===== src/rtl/filter_sp_write_controller_pkg.sv =====
// filter_sp_write_controller_pkg: shared state encoding, default sizes and width helper
package filter_sp_write_controller_pkg;
   typedef enum logic [1:0] {IDLE, LOAD, WAIT_SPACE, DONE} state_t;
   localparam int SP_SIZE_DEF              = 8;
   localparam int FILTER_SIZE_REG_SIZE_DEF = 8;
   localparam int POINTER_SIZE_DEF         = 8;
   localparam int DATA_WIDTH_DEF           = 16;
   function automatic int free_width(input int sp_size);
      return $clog2(sp_size + 1);
   endfunction
endpackage


===== src/rtl/filter_sp_write_controller_if.sv =====
// filter_sp_write_controller_if: FWFT FIFO read port and scratchpad write port
interface filter_sp_write_controller_if #(
   parameter int DATA_WIDTH   = 16,
   parameter int POINTER_SIZE = 8
);
   logic                    fifo_empty;
   logic [DATA_WIDTH-1:0]   fifo_rdata;
   logic                    fifo_ren;
   logic                    sp_wen;
   logic [POINTER_SIZE-1:0] sp_waddr;
   logic [DATA_WIDTH-1:0]   sp_wdata;
   modport master (input fifo_empty, fifo_rdata, output fifo_ren, sp_wen, sp_waddr, sp_wdata);
   modport slave (output fifo_empty, fifo_rdata, input fifo_ren, sp_wen, sp_waddr, sp_wdata);
endinterface


===== src/rtl/filter_sp_write_controller_sp_occupancy_tracker.sv =====
// filter_sp_write_controller_sp_occupancy_tracker: free word and resident filter accounting
module filter_sp_write_controller_sp_occupancy_tracker #(
   parameter int SP_SIZE = 8,
   parameter int FS_W    = 8,
   parameter int FREE_W  = 4
) (
   input  logic              clk,
   input  logic              rst,
   input  logic              wr,
   input  logic              complete,
   input  logic              released,
   input  logic [FS_W-1:0]   fs,
   output logic [FREE_W-1:0] free_words,
   output logic [FREE_W-1:0] resident_cnt
);
   logic rel;
   assign rel = released && resident_cnt != '0;
   // a write and an honoured release in the same cycle both apply
   always_ff @(posedge clk or posedge rst) begin
      if (rst) begin
         free_words   <= FREE_W'(SP_SIZE);
         resident_cnt <= '0;
      end else begin
         free_words   <= free_words - FREE_W'(wr) + (rel ? FREE_W'(fs) : '0);
         resident_cnt <= resident_cnt + FREE_W'(complete) - FREE_W'(rel);
      end
   end
endmodule


===== src/rtl/filter_sp_write_controller.sv =====
// filter_sp_write_controller: pops filter words from an FWFT FIFO into the circular filter scratchpad
module filter_sp_write_controller
   import filter_sp_write_controller_pkg::*;
#(
   parameter int SP_SIZE              = SP_SIZE_DEF,
   parameter int FILTER_SIZE_REG_SIZE = FILTER_SIZE_REG_SIZE_DEF,
   parameter int POINTER_SIZE         = POINTER_SIZE_DEF,
   parameter int DATA_WIDTH           = DATA_WIDTH_DEF
) (
   input  logic                              clk,
   input  logic                              rst,
   input  logic                              start,
   input  logic [FILTER_SIZE_REG_SIZE-1:0]   filter_size,
   input  logic [FILTER_SIZE_REG_SIZE-1:0]   num_filters,
   filter_sp_write_controller_if.master      bus,
   input  logic                              filter_released,
   output logic                              filter_ready,
   output logic [$clog2(SP_SIZE+1)-1:0]      resident_cnt,
   output logic                              busy,
   output logic                              done,
   output logic                              cfg_err
);
   localparam int FS_W   = FILTER_SIZE_REG_SIZE;
   localparam int FREE_W = free_width(SP_SIZE);
   localparam int PTR_W  = SP_SIZE > 1 ? $clog2(SP_SIZE) : 1;
   state_t            state;
   logic [PTR_W-1:0]  wr_ptr;
   logic [FS_W-1:0]   word_cnt, loaded_cnt, fs_r, nf_r;
   logic [FREE_W-1:0] free_words;
   logic              wr, last_word, fs_ok;
   assign wr            = state == LOAD && !bus.fifo_empty && free_words != '0;
   assign last_word     = word_cnt == fs_r - FS_W'(1);
   assign fs_ok         = filter_size != '0 && filter_size <= FS_W'(SP_SIZE);
   assign bus.fifo_ren  = wr;
   assign bus.sp_wen    = wr;
   assign bus.sp_waddr  = POINTER_SIZE'(wr_ptr);
   assign bus.sp_wdata  = wr ? bus.fifo_rdata : DATA_WIDTH'(0);
   assign filter_ready  = resident_cnt != '0;
   filter_sp_write_controller_sp_occupancy_tracker #(
      .SP_SIZE (SP_SIZE),
      .FS_W    (FS_W),
      .FREE_W  (FREE_W)
   ) u_occ (
      .clk          (clk),
      .rst          (rst),
      .wr           (wr),
      .complete     (wr && last_word),
      .released     (filter_released),
      .fs           (fs_r),
      .free_words   (free_words),
      .resident_cnt (resident_cnt)
   );
   // load FSM with write pointer, in-filter word count and status flags
   always_ff @(posedge clk or posedge rst) begin
      if (rst) begin
         state      <= IDLE;
         wr_ptr     <= '0;
         word_cnt   <= '0;
         loaded_cnt <= '0;
         fs_r       <= '0;
         nf_r       <= '0;
         busy       <= 1'b0;
         done       <= 1'b0;
         cfg_err    <= 1'b0;
      end else begin
         if (wr) begin
            wr_ptr     <= wr_ptr == PTR_W'(SP_SIZE - 1) ? '0 : wr_ptr + PTR_W'(1);
            word_cnt   <= last_word ? '0 : word_cnt + FS_W'(1);
            loaded_cnt <= loaded_cnt + FS_W'(last_word);
         end
         case (state)
            IDLE, DONE: if (start) begin
               if (!fs_ok) cfg_err <= 1'b1;
               else begin
                  cfg_err    <= 1'b0;
                  fs_r       <= filter_size;
                  nf_r       <= num_filters;
                  word_cnt   <= '0;
                  loaded_cnt <= '0;
                  done       <= num_filters == '0;
                  busy       <= num_filters != '0;
                  state      <= num_filters == '0 ? IDLE : LOAD;
               end
            end
            LOAD: if (wr && last_word && loaded_cnt == nf_r - FS_W'(1)) begin
               state <= DONE;
               busy  <= 1'b0;
               done  <= 1'b1;
            end else if (free_words == '0) state <= WAIT_SPACE;
            WAIT_SPACE: if (free_words != '0) state <= LOAD;
         endcase
      end
   end
endmodule


===== src/flat_wrapper.sv =====
// flat-port wrapper written by rule: the top's interface ports become plain ports
module filter_sp_write_controller_flat import filter_sp_write_controller_pkg::*;
#(
   parameter int SP_SIZE              = SP_SIZE_DEF,
   parameter int FILTER_SIZE_REG_SIZE = FILTER_SIZE_REG_SIZE_DEF,
   parameter int POINTER_SIZE         = POINTER_SIZE_DEF,
   parameter int DATA_WIDTH           = DATA_WIDTH_DEF
)
  (clk, rst, start, filter_size, num_filters, filter_released, filter_ready, resident_cnt, busy, done, cfg_err, bus_fifo_empty, bus_fifo_rdata, bus_fifo_ren, bus_sp_wen, bus_sp_waddr, bus_sp_wdata);
  filter_sp_write_controller_if #(.DATA_WIDTH(DATA_WIDTH), .POINTER_SIZE(POINTER_SIZE)) bus_i ();
  input  logic clk;
  input  logic rst;
  input  logic start;
  input  logic [FILTER_SIZE_REG_SIZE-1:0] filter_size;
  input  logic [FILTER_SIZE_REG_SIZE-1:0] num_filters;
  input  logic filter_released;
  output logic filter_ready;
  output logic [$clog2(SP_SIZE+1)-1:0] resident_cnt;
  output logic busy;
  output logic done;
  output logic cfg_err;
  input wire logic [$bits(bus_i.fifo_empty)-1:0] bus_fifo_empty;
  input wire logic [$bits(bus_i.fifo_rdata)-1:0] bus_fifo_rdata;
  output wire logic [$bits(bus_i.fifo_ren)-1:0] bus_fifo_ren;
  output wire logic [$bits(bus_i.sp_wen)-1:0] bus_sp_wen;
  output wire logic [$bits(bus_i.sp_waddr)-1:0] bus_sp_waddr;
  output wire logic [$bits(bus_i.sp_wdata)-1:0] bus_sp_wdata;
  assign bus_i.fifo_empty = bus_fifo_empty;
  assign bus_i.fifo_rdata = bus_fifo_rdata;
  assign bus_fifo_ren = bus_i.fifo_ren;
  assign bus_sp_wen = bus_i.sp_wen;
  assign bus_sp_waddr = bus_i.sp_waddr;
  assign bus_sp_wdata = bus_i.sp_wdata;
  filter_sp_write_controller #(.SP_SIZE(SP_SIZE), .FILTER_SIZE_REG_SIZE(FILTER_SIZE_REG_SIZE), .POINTER_SIZE(POINTER_SIZE), .DATA_WIDTH(DATA_WIDTH)) u_core (.clk(clk), .rst(rst), .start(start), .filter_size(filter_size), .num_filters(num_filters), .bus(bus_i), .filter_released(filter_released), .filter_ready(filter_ready), .resident_cnt(resident_cnt), .busy(busy), .done(done), .cfg_err(cfg_err));
endmodule

===== config.mk =====
export PLATFORM = sky130hd
export DESIGN_NAME = filter_sp_write_controller_flat
export DESIGN_NICKNAME = d
export VERILOG_FILES = /design/src/rtl/filter_sp_write_controller_pkg.sv /design/src/rtl/filter_sp_write_controller_if.sv /design/src/rtl/filter_sp_write_controller_sp_occupancy_tracker.sv /design/src/rtl/filter_sp_write_controller.sv /design/src/flat_wrapper.sv
export SDC_FILE = /design/constraint.sdc
export NUM_CORES = 1
export LEC_CHECK = 0
export BUFFER_PORTS_ARGS = -buffer_cell sky130_fd_sc_hd__clkbuf_2
export CAP_MARGIN = 30
export CORE_MARGIN = 1.5
export CORE_UTILIZATION = 49
export DETAILED_ROUTE_END_ITERATION = 8
export PLACE_DENSITY = 0.76
export SLEW_MARGIN = 15
export SYNTH_ARGS = -nofsm -noshare
export SYNTH_HDL_FRONTEND = slang
export SYNTH_HIERARCHICAL = 1
export SYNTH_SLANG_ARGS = --single-unit

===== constraint.sdc =====
create_clock -name clk -period 3.2 [get_ports clk]
set_input_delay 0.64 -clock clk [delete_from_list [all_inputs] [get_ports clk]]
set_output_delay 0.64 -clock clk [all_outputs]
set_load 0.05 [all_outputs]

Word-level counts from Yosys, hierarchy flattened
Cells that the tools add are included.
- output and inout port bits: 34
- memory bits (read-only): 0
- memories kept: 0
- bits in latches: 0
- memory bits (writable): 0
- input port bits: 37
- word-level logic and storage cells: 80
- register bits after elaboration: 48
- bitwise gates (word level): 0
- shift-type cells: 0
- multipliers: 0
- magnitude comparators: 1
- add/subtract/negate cells: 9
- reduce and logical (&&, ||, !) cells: 20
- div/mod/pow operators: 0
- equality and inequality tests: 11
- multiplexer cells: 28
- operators by type and width (cell ; count):
    two-way mux 8 bit ; 9
    == test 8 bit ; 2
    two-way mux 16 bit ; 1
    nonzero test 8 bit ; 2
    subtractor 8 x 1 -> 8 bit, second input constant ; 2
    two-way mux 2 bit ; 5
    adder 8 x 1 -> 8 bit ; 1
    adder 8 x 1 -> 8 bit, second input constant ; 1
    <= comparator 8 x 4 -> 1 bit, second input constant ; 1
    zero test 8 bit ; 1
    two-way mux 1 bit ; 8
    AND reduction 4 bit ; 2
    nonzero test 4 bit ; 2
    subtractor 4 x 1 -> 4 bit ; 2
    logical AND 1 bit ; 6
    case mux 2 bit (3 select lines) ; 1
    adder 4 x 1 -> 4 bit ; 1
    adder 4 bit ; 1
    == test 2 bit, second input constant ; 2
    zero test 4 bit ; 1
    two-way mux 4 bit ; 1
    != test 2 x 1 -> 1 bit, second input constant ; 2
    != test 2 bit, second input constant ; 2
    case mux 1 bit (2 select lines) ; 2
    11 further kinds ; 11

Longest topological paths before layout
- depth in word-level cells: 7
- mapped depth: 17
- depth with buffers taken out: 16

By module
The synthesis kept the hierarchy.
- modules (own cells, without submodules) (module ; seq. area each (sq um) ; instances ; cells an instance ; area an instance (sq um)):
    filter_sp_write_controller ; 1001.0 ; 1 ; 296 ; 2539.9
    filter_sp_write_controller_sp_occupancy_tracker ; 201.4 ; 1 ; 51 ; 550.5

Worst setup path after synthesis
Ideal clock, no wire load.
- path type: flip-flop to flip-flop
- start: reg u_core.state[1]
- end: reg u_core.u_occ.free_words[3]
- slack: -233 ps
- data arrival time: 3343 ps
- cell stages (with the launch flop): 15
- buffers on the path: 3
- period minus slack after synthesis: 3433 ps
- setup time: 90 ps
- data required time: 3110 ps
- cell sequence: dfrtp_1 > inv_1 > ha_1 > o41ai_1 > or2_1 > clkbuf_1 > inv_2 > clkbuf_1 > clkbuf_1 > ha_1 > inv_1 > ha_1 > a21o_1 > a21oi_2 > xnor3_1
- cells in the longest elaborated chain, start to end: 5
- RTL lines (element ; RTL line ; text):
    start, declared ; filter_sp_write_controller.sv:26 ; state_t state;
    start signal, assigned ; filter_sp_write_controller.sv:82 ; state <= num_filters == '0 ? IDLE : LOAD;
    == test 2 x 1 -> 1 bit ; filter_sp_write_controller.sv:31 ; assign wr = state == LOAD && !bus.fifo_empty && free_words != '0;
    logical AND 1 bit (2 in a row) ; filter_sp_write_controller.sv:31 ;
    named net bus_fifo_ren ; flat_wrapper.sv:24 ; output wire logic [$bits(bus_i.fifo_ren)-1:0] bus_fifo_ren;
    subtractor 4 x 1 -> 4 bit ; filter_sp_write_controller_sp_occupancy_tracker.sv:24 ; free_words <= free_words - FREE_W'(wr) + (rel ? FREE_W'(fs) : '0);
    adder 4 bit ; filter_sp_write_controller_sp_occupancy_tracker.sv:24 ;
    end signal, assigned ; filter_sp_write_controller_sp_occupancy_tracker.sv:21 ; free_words <= FREE_W'(SP_SIZE);
    end signal, assigned ; filter_sp_write_controller_sp_occupancy_tracker.sv:24 ;
    end, declared ; filter_sp_write_controller_sp_occupancy_tracker.sv:13 ; output logic [FREE_W-1:0] free_words,
The timed path passes the listed nets, and every way through them passes these cells.
A chain may end at the register's enable or synchronous reset.

Final worst setup path
- start: reg u_core.fs_r[2]
- end: reg u_core.u_occ.resident_cnt[2]
- cells in the longest elaborated chain, start to end: 5
- RTL lines (element ; RTL line ; text):
    start, declared ; filter_sp_write_controller.sv:28 ; logic [FS_W-1:0] word_cnt, loaded_cnt, fs_r, nf_r;
    start signal, assigned ; filter_sp_write_controller.sv:76 ; fs_r <= filter_size;
    subtractor 8 x 1 -> 8 bit ; filter_sp_write_controller.sv:32 ; assign last_word = word_cnt == fs_r - FS_W'(1);
    == test 8 bit ; filter_sp_write_controller.sv:32 ;
    logical AND 1 bit ; filter_sp_write_controller.sv:47 ; .complete (wr && last_word),
    adder 4 x 1 -> 4 bit ; filter_sp_write_controller_sp_occupancy_tracker.sv:25 ; resident_cnt <= resident_cnt + FREE_W'(complete) - FREE_W'(rel);
    subtractor 4 x 1 -> 4 bit ; filter_sp_write_controller_sp_occupancy_tracker.sv:25 ;
    end signal, assigned ; filter_sp_write_controller_sp_occupancy_tracker.sv:25 ;
    end, declared ; filter_sp_write_controller_sp_occupancy_tracker.sv:14 ; output logic [FREE_W-1:0] resident_cnt
Every way passes these cells.

==> flow_summary.yaml <==
clocking:
  cts-resized-gates: 0
  clk_latency_ns: 0.30
  clock-root-buffer: "clkbuf_8"
  htreeDepth: 2
  clk_pin_slew_worst_paths_ns: 0.09
  cts_setup_buffers: 0
  clockBufferDepth: 2
  numCtsBuffers: 5
  cts_tree: "yes"
  ctsHoldBuffers: 0
  clock-sinks: 48
synthesis:
  syn_area_um2: 3090
  synth.distinct_cells: 57
  synth_top_cell_area_share_pct: 38.1
  yosysTopAreaCell: "dfrtp_1"
  avgSynthCellArea_um2: 8.91
  async_flop_share_pct: 100
  synth_seq_cells: 48
  yosys_warnings: 6
  yosys_most_used_dff: "dfrtp_1"
  seq_area_frac_synth_pct: 38.9
  synth_area_leaders: "dfrtp_1 (38%), ha_1 (8.5%), xor2_1 (6.8%), nand2_1 (6.7%), and2_1 (4.0%)"
  synth_edf_count: 0
  syn_inst: 347
pwr:
  leakagePower_nw: 1.93
  peakVddDrop_mv: 0.631
  powerDensity_nw_per_um2: 918
  finalPower_mw: 3.35
grt:
  met3_usage_pct: 3.30
  track_usage_pct: 21.2
  grt_max_degree: 41
  use_met1_pct: 26.5
  busiest_layer: "met2"
  met2_usage_pct: 37.8
  grt_pass1_wl_um: 11100
  grt_pass1_vias: 2570
  antenna_found_initial: 0
  overflow: 0
run_status:
  outcome: "completed"
detailed_routing:
  antenna_left: 0
  drt_iter0_drc: 158
  drt_pre_antenna_iters: 4
  wire_per_inst_um: 13.5
  drc: 0
  drt-vias-per-instance: 5.28
  drt-total-wl_um: 6730
  via_count: 2622
cells_and_area:
  syn2layout_area_growth_pct: 18.1
  n_fill_cell: 542
  drive_above_1_share_pct: 23.5
  antenna_cells: 0
  num-nets-final: 481
setup_path:
  path_cells: "nor2b_1 > or3_1 > a31o_1 > or3b_1 > or2_4 > inv_1 > inv_1 > ha_1 > inv_1 > ha_1 > fa_2 > xor2_1"
  cp_slowest_cell: "dfrtp_1"
  cp-start-kind: "flop"
  critPathArrivalTime_ns: 3.26
  worstPathRequired_ns: 3.40
  r2r_start: "u_core/fs_r[2]$_DFFE_PP0P_"
  crit_path_end_kind: "flop"
  worstPathMaxFanout: 8
  critical_path.max_stage_delay_ns: 0.52
  r2r_end: "u_core/u_occ/resident_cnt[2]$_DFF_PP0_"
  reg2regPathDepth: 12
  critPathKind: "reg -> reg"
  r2r_slack_ns: 0.14
  cp_common_cell: "inv_1"
timing:
  setup_viol: 0
  min_period_over_period_pct: 95.6
  fmax_ghz: 0.327
  clock_skew_ns: 0.00761
  rsz0062_at_grt: "false"
  timing.final.max_slew_violations: 0
  hold_viol_final: 0
  fin_crit_ns: 3.06
  tightestPinTransition_ns: 0.545
  hold_slack_ns: 0.272
  relSlewSlack_pct: 63.4
  finalSetupTns_ns: 0
die:
  initial_core_util_pct: 51.6
  ios: 71
  die-area_um2: 6790
  row_count: 28
  die_y_um: 82.4
  fp.dieW_um: 82.4
  core_area_um2: 5990
placement:
  hpwl_um: 5300
  gp_congestion: 0.913
  io_buffers: 65
min_path:
  min_path_type: "in -> async"
job:
  cap_viol_max_count: 0
## sequential cells by signal, summed over array words and instances (netlist names)
register,cells
u_core/nf_r,8
u_core/state,2
u_core/cfg_err,1
u_core/u_occ/free_words,4
u_core/loaded_cnt,8
u_core/busy,1
u_core/fs_r,8
u_core/word_cnt,8
u_core/wr_ptr,3
u_core/done,1
u_core/u_occ/resident_cnt,4
## where the power goes
group / total [mW] / internal, mW / switching, mW
clock network: 0.384 / 0.175 / 0.209
registers: 1.07 / 0.832 / 0.238
logic: 1.90 / 0.753 / 1.14
total: 3.35 / 1.76 / 1.59
## worst max-delay path, delay by kind of cell (launching register included)
kind,cells,cell delay [ns]
AND/OR/NAND/NOR,4,1.14
adder cells (fa/ha/maj),3,0.80
flip-flops,1,0.52
AO/OA/AOI/OAI,1,0.22
XOR/XNOR,1,0.16
buffers and inverters,3,0.12
## per-stage QoR
step	setup WS (ns)	instances	cell area (um2)	utilization, %
after global placement	0.149	489	3540	59.0
after detailed placement	0.0513	489	3540	59.0
final	0.139	497	3650	60.9
after global routing	0.00215	497	3650	60.9
after floorplan	0.0730	351	3110	-
after CTS	0.0279	497	3630	60.7
## synthesized netlist by cell type, types with 7 or more instances
master,number
dfrtp_1,47
and2_1,20
nor2_1,32
ha_1,21
clkbuf_1,8
nand4_1,7
nand2_1,55
xnor2_1,10
a21oi_1,10
inv_1,26
o21ai_0,13
xor2_1,24
## layout make-up
class	count	area (um2)	share of cell area [%]
Clock inverter	2	15.0	0.411
Multi-Input combinational cell	261	1730	47.5
Sequential cell	48	1200	32.9
Timing Repair Buffer	78	423	11.6
Inverter	27	101	2.78
Clock buffer	6	82.6	2.26
Tap cell	75	93.8	2.57
## placed cells by master (no fill, tap or decap), drive strengths merged, types with 4 or more instances in the layout
| cell type | instances |
|---|---|
| clkbuf | 71 |
| and2 | 20 |
| inv | 27 |
| nor2b | 4 |
| xnor2 | 10 |
| ha | 21 |
| a21oi | 12 |
| nor2 | 32 |
| dfrtp | 47 |
| xor2 | 24 |
| nand3 | 5 |
| nor4 | 4 |
| buf | 13 |
| o21ai | 13 |
| conb | 5 |
| nand4 | 7 |
| nand2 | 55 |
| nor3 | 7 |
## logic make-up (layout without fill, tap and decap cells)
kind of cell	after synthesis	count (layout)	synth area share [%]
adder cells (fa/ha/maj)	23	23	9.80
flip-flops	48	48	38.9
AO/OA/AOI/OAI	42	42	8.91
other	1	5	0.121
buffers and inverters	42	113	6.07
XOR/XNOR	35	35	10.4
multiplexers	3	3	1.05
AND/OR/NAND/NOR	153	153	24.8
## worst max-delay path by stage
stage                                     start                                endpoint  slack [ns]  cells after the start
floorplan           u_core/state[1]$_DFFE_PP0P_    u_core/u_occ/free_words[3]$_DFF_PP1_        0.07                     14
global placement     u_core/fs_r[0]$_DFFE_PP0P_  u_core/u_occ/resident_cnt[2]$_DFF_PP0_        0.15                     13
detailed placement   u_core/fs_r[2]$_DFFE_PP0P_  u_core/u_occ/resident_cnt[2]$_DFF_PP0_        0.05                     12
CTS                  u_core/fs_r[2]$_DFFE_PP0P_  u_core/u_occ/resident_cnt[2]$_DFF_PP0_        0.03                     12
global route         u_core/fs_r[2]$_DFFE_PP0P_  u_core/u_occ/resident_cnt[2]$_DFF_PP0_       0.002                     12
finish               u_core/fs_r[2]$_DFFE_PP0P_  u_core/u_occ/resident_cnt[2]$_DFF_PP0_        0.14                     12
## layer usage
layer / wire length, um / vias to the layer above / share of wire [%]
li1: - / 1295 / -
met5: 0 / - / 0
met1: 2980 / 1253 / 44
met4: 84 / 0 / 1.2
met2: 3380 / 65 / 50
met3: 279 / 9 / 4.1
Note: power is estimated with default switching activity, not from simulation.
